**config.mk**
```make
export PLATFORM = sky130hd
export DESIGN_NAME = issue_buffer
export DESIGN_NICKNAME = d
export VERILOG_FILES = /design/src/rtl/issue_buffer.sv
export SDC_FILE = /design/constraint.sdc
export NUM_CORES = 1
export LEC_CHECK = 0
export BUFFER_PORTS_ARGS = -buffer_cell sky130_fd_sc_hd__buf_4
export CAP_MARGIN = 10
export CORE_AREA = 2 2 223 225
export DETAILED_ROUTE_END_ITERATION = 6
export DIE_AREA = 0 0 225 227
export HOLD_SLACK_MARGIN = 0.02
export PLACE_DENSITY = 0.64
export SYNTH_ARGS = -nofsm -noshare
export SYNTH_HDL_FRONTEND = slang
export SYNTH_SLANG_ARGS = --single-unit
```
**constraint.sdc**
```tcl
create_clock -name clk -period 5.2 [get_ports clk]
set_clock_uncertainty 0.2 [all_clocks]
set_input_delay 0 -clock clk [delete_from_list [all_inputs] [get_ports clk]]
set_output_delay 0 -clock clk [all_outputs]
set_load 0.005 [all_outputs]
```
**src/rtl/issue_buffer.sv**
```systemverilog
// rtl/issue_buffer.sv - 4-entry fetch-pair buffer issuing to even/odd decode pipes
// Optional dual issue of mixed-pipe pairs is enabled by defining ISSUE_DUAL_EN.
module issue_buffer (
  input  logic        clk,
  input  logic        rst,
  input  logic        fe_valid,
  output logic        fe_ready,
  input  logic [0:31] fe_inst0,
  input  logic [0:31] fe_inst1,
  input  logic        fe_pipe0,
  input  logic        fe_pipe1,
  input  logic [0:31] fe_pc,
  input  logic        dep_stall,
  input  logic        flush,
  output logic [0:31] inst_ep,
  output logic [0:31] inst_op,
  output logic [0:31] pc_ep,
  output logic [0:31] pc_op,
  output logic [2:0]  ib_count
);

  localparam logic [0:31] NOP_WORD  = 32'h4020_0000;
  localparam logic [0:31] LNOP_WORD = 32'h0020_0000;

  logic [0:31] m_inst0 [0:3];
  logic [0:31] m_inst1 [0:3];
  logic [0:31] m_pc    [0:3];
  logic        m_pipe0 [0:3];
  logic        m_pipe1 [0:3];

  logic [1:0]  wr_ptr, rd_ptr;
  logic        head_half;
  logic        push, pop, issue_en, dual_ok;

  logic [0:31] h_inst0, h_inst1, h_pc, h_pc1;
  logic        h_pipe0, h_pipe1;

  logic [0:31] real_inst, real_pc;
  logic        real_pipe;
  logic [0:31] nxt_ep, nxt_op, nxt_pc_ep, nxt_pc_op;

  assign h_inst0 = m_inst0[rd_ptr];
  assign h_inst1 = m_inst1[rd_ptr];
  assign h_pc    = m_pc[rd_ptr];
  assign h_pc1   = h_pc + 32'd4;
  assign h_pipe0 = m_pipe0[rd_ptr];
  assign h_pipe1 = m_pipe1[rd_ptr];

`ifdef ISSUE_DUAL_EN
  assign dual_ok = (h_pipe0 != h_pipe1) && !head_half;
`else
  assign dual_ok = 1'b0;
`endif

  // fe_ready depends only on the registered count, never on stall or flush
  assign fe_ready = (ib_count != 3'd4);
  assign push     = fe_valid && fe_ready && !flush;
  assign issue_en = !flush && !dep_stall && (ib_count != 3'd0);
  assign pop      = issue_en && (head_half || dual_ok);

  always_comb begin
    real_inst = head_half ? h_inst1 : h_inst0;
    real_pipe = head_half ? h_pipe1 : h_pipe0;
    real_pc   = head_half ? h_pc1   : h_pc;
    nxt_ep    = NOP_WORD;
    nxt_op    = LNOP_WORD;
    nxt_pc_ep = real_pc;
    nxt_pc_op = real_pc;
    if (dual_ok) begin
      nxt_ep    = h_pipe0 ? h_inst1 : h_inst0;
      nxt_op    = h_pipe0 ? h_inst0 : h_inst1;
      nxt_pc_ep = h_pipe0 ? h_pc1   : h_pc;
      nxt_pc_op = h_pipe0 ? h_pc    : h_pc1;
    end else if (real_pipe) begin
      nxt_op = real_inst;
    end else begin
      nxt_ep = real_inst;
    end
  end

  // Payload storage carries no reset; validity is tracked by the pointers/count
  always_ff @(posedge clk) begin
    if (push) begin
      m_inst0[wr_ptr] <= fe_inst0;
      m_inst1[wr_ptr] <= fe_inst1;
      m_pc[wr_ptr]    <= fe_pc;
      m_pipe0[wr_ptr] <= fe_pipe0;
      m_pipe1[wr_ptr] <= fe_pipe1;
    end
  end

  always_ff @(posedge clk) begin
    if (rst) begin
      wr_ptr    <= 2'd0;
      rd_ptr    <= 2'd0;
      ib_count  <= 3'd0;
      head_half <= 1'b0;
      inst_ep   <= NOP_WORD;
      inst_op   <= LNOP_WORD;
      pc_ep     <= 32'd0;
      pc_op     <= 32'd0;
    end else if (flush) begin
      wr_ptr    <= 2'd0;
      rd_ptr    <= 2'd0;
      ib_count  <= 3'd0;
      head_half <= 1'b0;
      inst_ep   <= NOP_WORD;
      inst_op   <= LNOP_WORD;
    end else begin
      if (push)
        wr_ptr <= wr_ptr + 2'd1;
      if (pop)
        rd_ptr <= rd_ptr + 2'd1;
      if (push && !pop)
        ib_count <= ib_count + 3'd1;
      else if (pop && !push)
        ib_count <= ib_count - 3'd1;
      if (!dep_stall) begin
        if (ib_count == 3'd0) begin
          inst_ep <= NOP_WORD;
          inst_op <= LNOP_WORD;
        end else begin
          inst_ep   <= nxt_ep;
          inst_op   <= nxt_op;
          pc_ep     <= nxt_pc_ep;
          pc_op     <= nxt_pc_op;
          head_half <= !head_half && !dual_ok;
        end
      end
    end
  end

endmodule
```
* Word level (Yosys, flattened, before mapping)
Memories as Yosys holds them, arrays and structs flattened. A register that Yosys moved wholly into a read port is not among the register bits.
Index checks and enable logic that the tools add are counted.
** Cells by class
- Equal/unequal tests :: 1
- Reductions and logical operators :: 18
- Mux-type cells :: 21
- $add $sub $neg :: 5
- Bitwise operators :: 3
** Operators by type and width (number)
- $mux W32 :: 6
- $add A32 B3 Y32 const B :: 1
- $mux W2 :: 10
- $logic_and A1 B1 Y1 :: 7
- $mux W3 :: 2
- $logic_not A1 Y1 :: 5
- $add A2 B1 Y2 const B :: 2
- $add A3 B1 Y3 const B :: 1
- $logic_not A3 Y1 :: 1
- $mux W1 :: 3
- $ne A3 B3 Y1 const B :: 1
- $not A1 Y1 :: 3
- $reduce_and A3 Y1 :: 1
- $reduce_bool A3 Y1 :: 1
- $sub A3 B1 Y3 const B :: 1
- $reduce_and A2 Y1 :: 1
- $reduce_bool A2 Y1 :: 1
- $reduce_or A2 Y1 :: 1
** Word-level totals
- Bits in registers :: 104
- Bits of input ports :: 103
- Output and inout port bits :: 132
- Memories kept :: 5
- Memory bits (writable) :: 392
- Word-level logic and storage cells :: 60
** Memories
- m_inst0 :: depth 4, width 32, read ports 1, clocked after Yosys merged registers in 1, write ports 1, RTL line 25 : logic [0:31] m_inst0 [0:3];
- m_inst1 :: depth 4, width 32, read ports 1, clocked after Yosys merged registers in 1, write ports 1, RTL line 26 : logic [0:31] m_inst1 [0:3];
- m_pc :: depth 4, width 32, read ports 1, clocked after Yosys merged registers in 1, write ports 1, RTL line 27 : logic [0:31] m_pc [0:3];
- m_pipe0 :: depth 4, width 1, read ports 1, clocked after Yosys merged registers in 1, write ports 1, RTL line 28 : logic m_pipe0 [0:3];
- m_pipe1 :: depth 4, width 1, read ports 1, clocked after Yosys merged registers in 1, write ports 1, RTL line 29 : logic m_pipe1 [0:3];

* Longest topological paths before layout
- Depth in word-level cells :: 7
- Gate-level depth with buffers :: 12
- Depth with buffers taken out :: 10

* Worst setup path before layout
OpenSTA, ideal clock, no wires.
- Kind :: register to register
- Start point :: register ib_count[0]
- End point :: memory m_inst0[0][0] in the netlist's numbering (enable)
- Stages on the path, launching flop included :: 6
- Data required time :: 4.532 ns
- Setup time :: 0.468 ns
- Period minus slack after synthesis :: 3.858 ns
- Arrival time :: 3.190 ns
- Slack :: 1.342 ns
- Buffers on the path :: 0
- Cells stage by stage :: dfxtp_1 -> nor2_1 -> nand2_1 -> nand2_1 -> nor2_1 -> and2_1
** On the way
- Word-level cells in the longest chain between the ends :: 5
** Ends and longest elaborated chain
- start: declaration :: RTL line 19 : output logic [2:0] ib_count
- start signal: assignment :: RTL line 115 : ib_count <= ib_count + 3'd1;
- start signal: assignment :: RTL line 117 : ib_count <= ib_count - 3'd1;
- $ne A3 B3 Y1 :: RTL line 56 : assign fe_ready = (ib_count != 3'd4);
- named net fe_ready :: RTL line 7 : output logic fe_ready,
- $logic_and A1 B1 Y1 (2 in series) :: RTL line 57 : assign push = fe_valid && fe_ready && !flush;
- named net push :: RTL line 33 : logic push, pop, issue_en, dual_ok;
- $mux W1 :: RTL line 83 : if (push) begin
- $mux W1 (not written as such) :: RTL line 84 : m_inst0[wr_ptr] <= fe_inst0;
- end: declaration :: RTL line 25
The timed path passes the listed nets, and every way through them passes these cells.

==> results.sh <==
export IMPL_status="finished, final reports clean"
export IMPL_place_congestion=0.811
export IMPL_wl_per_cell_um=20.6
export IMPL_fin_crit_sh_pct=70.3
export IMPL_whs_ns=0.0567
export IMPL_drv_cap=0
export IMPL_synth_top_area_share_pct=60.9
export IMPL_die_x_um=225
export IMPL_leakagePower_nw=8.47
export IMPL_synth_top_area_cell="edfxtp_1"
export IMPL_htree_num_levels=2
export IMPL_yosys_top_cells_area="edfxtp_1 (61%), dfxtp_1 (11%), mux4_2 (10%), a22oi_1 (2.4%), nor2_1 (2.0%)"
export IMPL_ys_flop_type="edfxtp_1"
export IMPL_drt_iter0_markers=889
export IMPL_drt_first_pass_iters=5
export IMPL_syn_nets=1197
export IMPL_pre_cts_ws_ns=1.78
export IMPL_tightest_slew_ns=1.08
export IMPL_hold_viol_final=0
export IMPL_vias_per_cell=5.23
export IMPL_setup_tns_ns=0
export IMPL_nFillCells=3966
export IMPL_synth_edf_count=392
export IMPL_antenna_found_initial=7
export IMPL_via_count=11300
export IMPL_cts_resized_gates=0
export IMPL_critical_path_top_delay_family="buffers and inverters"
export IMPL_slew_headroom_pct=28.3
export IMPL_yosys_warnings=0
export IMPL_io_pins=235
export IMPL_final_cells=2159
export IMPL_cts_tree="yes"
export IMPL_netlist_cell_type_count=60
export IMPL_core_um2=48500
export IMPL_clk_pin_slew_ns=0.06
export IMPL_rows=81
export IMPL_syn_area_um2=19300
export IMPL_nNetsFinal=1603
export IMPL_clkSinkCount=498
export IMPL_hold_class="in -> reg"
export IMPL_finalWorstSetupSlack_ns=1.55
export IMPL_cp_max_fo=47
export IMPL_cts_root_buf="clkbuf_16"
export IMPL_async_flop_share_pct=0
export IMPL_critical_path_class="reg -> reg"
export IMPL_synthCells=1087
export IMPL_slew_violations=0
export IMPL_seq_area_frac_synth_pct=71.8
export IMPL_crit_chain="mux4_2, mux2_2, nor3_4, buf_4, a22o_1, nand2_1, dlygate4sd3_1"
export IMPL_grtUsageTotal_pct=17.6
export IMPL_grt_ovfl_total=0
export IMPL_port_buffer_count=234
export IMPL_critPathLaunchType="flop"
export IMPL_synth_most_common_cell="edfxtp_1"
export IMPL_die_h_um=227
export IMPL_endpoint_kind="flop"
export IMPL_final_setup_viol_count=0
export IMPL_post_route_min_period_ns=3.65
export IMPL_ys_seq_elements=498
export IMPL_ant_nets=0
export IMPL_worstPathArrival_ns=3.92
export IMPL_crit_required_ns=5.47
export IMPL_crit_slowest_cell="dfxtp_4"
export IMPL_clock_fmax_mhz=274
export IMPL_grt_start_max_net_pins=84
export IMPL_grt_setup_unrepaired="false"
export IMPL_grt_pass1_wl_mm=67.7
export IMPL_drt_wl_total_mm=44.5
export IMPL_cellPowerDensity_nw_per_um2=332
export IMPL_final_layout_size_suffix_gt1_share_pct=29.9
export IMPL_grt_pass1_vias=11500
export IMPL_cts_buffers=51
export IMPL_yosys_top_cells_count="edfxtp_1 (392), dfxtp_1 (106), nor2_1 (104), mux4_2 (89), a22oi_1 (61)"
export IMPL_die_area_um2=51100
export IMPL_worst_path_largest_cell_delay_ns=0.99
export IMPL_place_inst=1863
export IMPL_cts_path_max_buffers=3
export IMPL_area_growth_pct=29.3
export IMPL_clk_latency_ns=0.60
export IMPL_initial_utilization_pct=39.8
export IMPL_drc=0
export IMPL_cp_num_buf_inv=2
export IMPL_ir_drop_v=0.000254
export IMPL_synth_avg_cell_area_um2=17.8
export IMPL_dpl_hpwl_mm=26.8
==> layer usage <==
metal,global-route usage (%),share of wire [%]
met5,0,0.083
met4,4.79,1.8
met3,4.56,7.6
met2,29.2,48
met1,23.1,43
==> sequential cells by signal (all words and copies together), names as in the netlist, named ones only <==
register,flops
pc_op,32
ib_count,3
m_pipe0,4
head_half,1
inst_op,32
rd_ptr,2
inst_ep,32
m_pc,128
m_inst1,128
m_pipe1,4
wr_ptr,2
m_inst0,128
==> cell families (layout without fill, tap and decap cells) <==
| kind of cell | Yosys count | count (layout) | share of synthesized area [%] |
|---|---|---|---|
| other cells | 0 | 4 | 0 |
| buf+inv | 103 | 549 | 3.27 |
| mux | 133 | 133 | 13.6 |
| flops | 498 | 498 | 71.8 |
| compound gates | 115 | 115 | 4.45 |
| simple gates | 215 | 215 | 5.62 |
| xor+xnor | 16 | 16 | 0.725 |
| fa+ha+maj | 7 | 7 | 0.492 |
==> power by group <==
group / internal (mW) / switching (mW) / total (mW)
logic: 0.250 / 0.218 / 0.468
registers: 4.36 / 0.0236 / 4.39
clock network: 1.96 / 1.48 / 3.44
total: 6.57 / 1.72 / 8.30
==> stage by stage <==
step | total power [mW] | cell area, um^2 | utilization [%]
floorplan | 4.64 | 19300 | -
global placement | 4.81 | 21400 | 44.2
detailed placement | 4.82 | 21400 | 44.2
CTS | 8.38 | 25000 | 51.5
global route | 8.59 | 25000 | 51.5
finish | 8.30 | 25000 | 51.5
==> worst reg2reg max path: stages (launching register included) <==
cell and delay [ns]:
dfxtp_4 0.99, mux4_2 0.67, mux2_2 0.32, nor3_4 0.11
buf_4 0.46, a22o_1 0.21, nand2_1 0.05, dlygate4sd3_1 0.54
==> worst paths after layout <==
check | endpoint | startpoint | slack, ns | cells past startpoint
setup / recovery | inst_ep[10]$_SDFFE_PP1N_ | flop | 1.55 | 7
hold / removal | m_pc[1][18]$_DFFE_PP_ | fe_pc[13] | 0.06 | 2
setup reg to reg | inst_ep[10]$_SDFFE_PP1N_ | flop | 1.55 | 7
hold reg to reg | pc_op[30]$_SDFFE_PP0P_ | pc_op[30]$_SDFFE_PP0P_ | 0.28 | 2
==> cell type report <==
class / instances / area (um^2) / area share (%)
flip-flops and latches: 498 / 13900 / 55.6
multi-input cells: 486 / 4840 / 19.3
repair buffers: 448 / 3890 / 15.5
clock buffers: 66 / 1370 / 5.49
well taps: 622 / 778 / 3.11
clock inverters: 27 / 198 / 0.790
inverters: 8 / 30.0 / 0.120
diodes: 4 / 10.0 / 0.0400
==> layout by cell type, fill, tap and decap left out, types with 5 or more instances in the layout <==
cell,Yosys,final
nand4_1,7,7
o31ai_1,7,7
clkinv_2,0,8
mux2_2,33,33
nor4_1,6,6
dfxtp_1,106,103
nand2_1,25,25
nor3_1,10,9
a311oi_1,12,12
clkinv_1,0,11
edfxtp_1,392,392
buf_4,37,247
or4_1,7,7
inv_1,8,8
dlygate4sd3_1,1,199
mux4_2,89,89
a211oi_1,11,11
nor2_1,104,104
or3_1,6,6
nand3_1,16,16
xor2_1,8,8
ha_1,6,6
o21ai_0,6,6
clkbuf_1,33,12
xnor2_1,8,8
a22oi_1,61,61
clkbuf_16,0,52
and2_1,9,5
mux4_1,8,8
==> repair_timing <==
action / in CTS / in global routing
setup buffers: 0 / 0
hold buffers: 199 / 0
endpoints found under the hold margin: 507 / 0
Power figures use the tool's default switching activity.
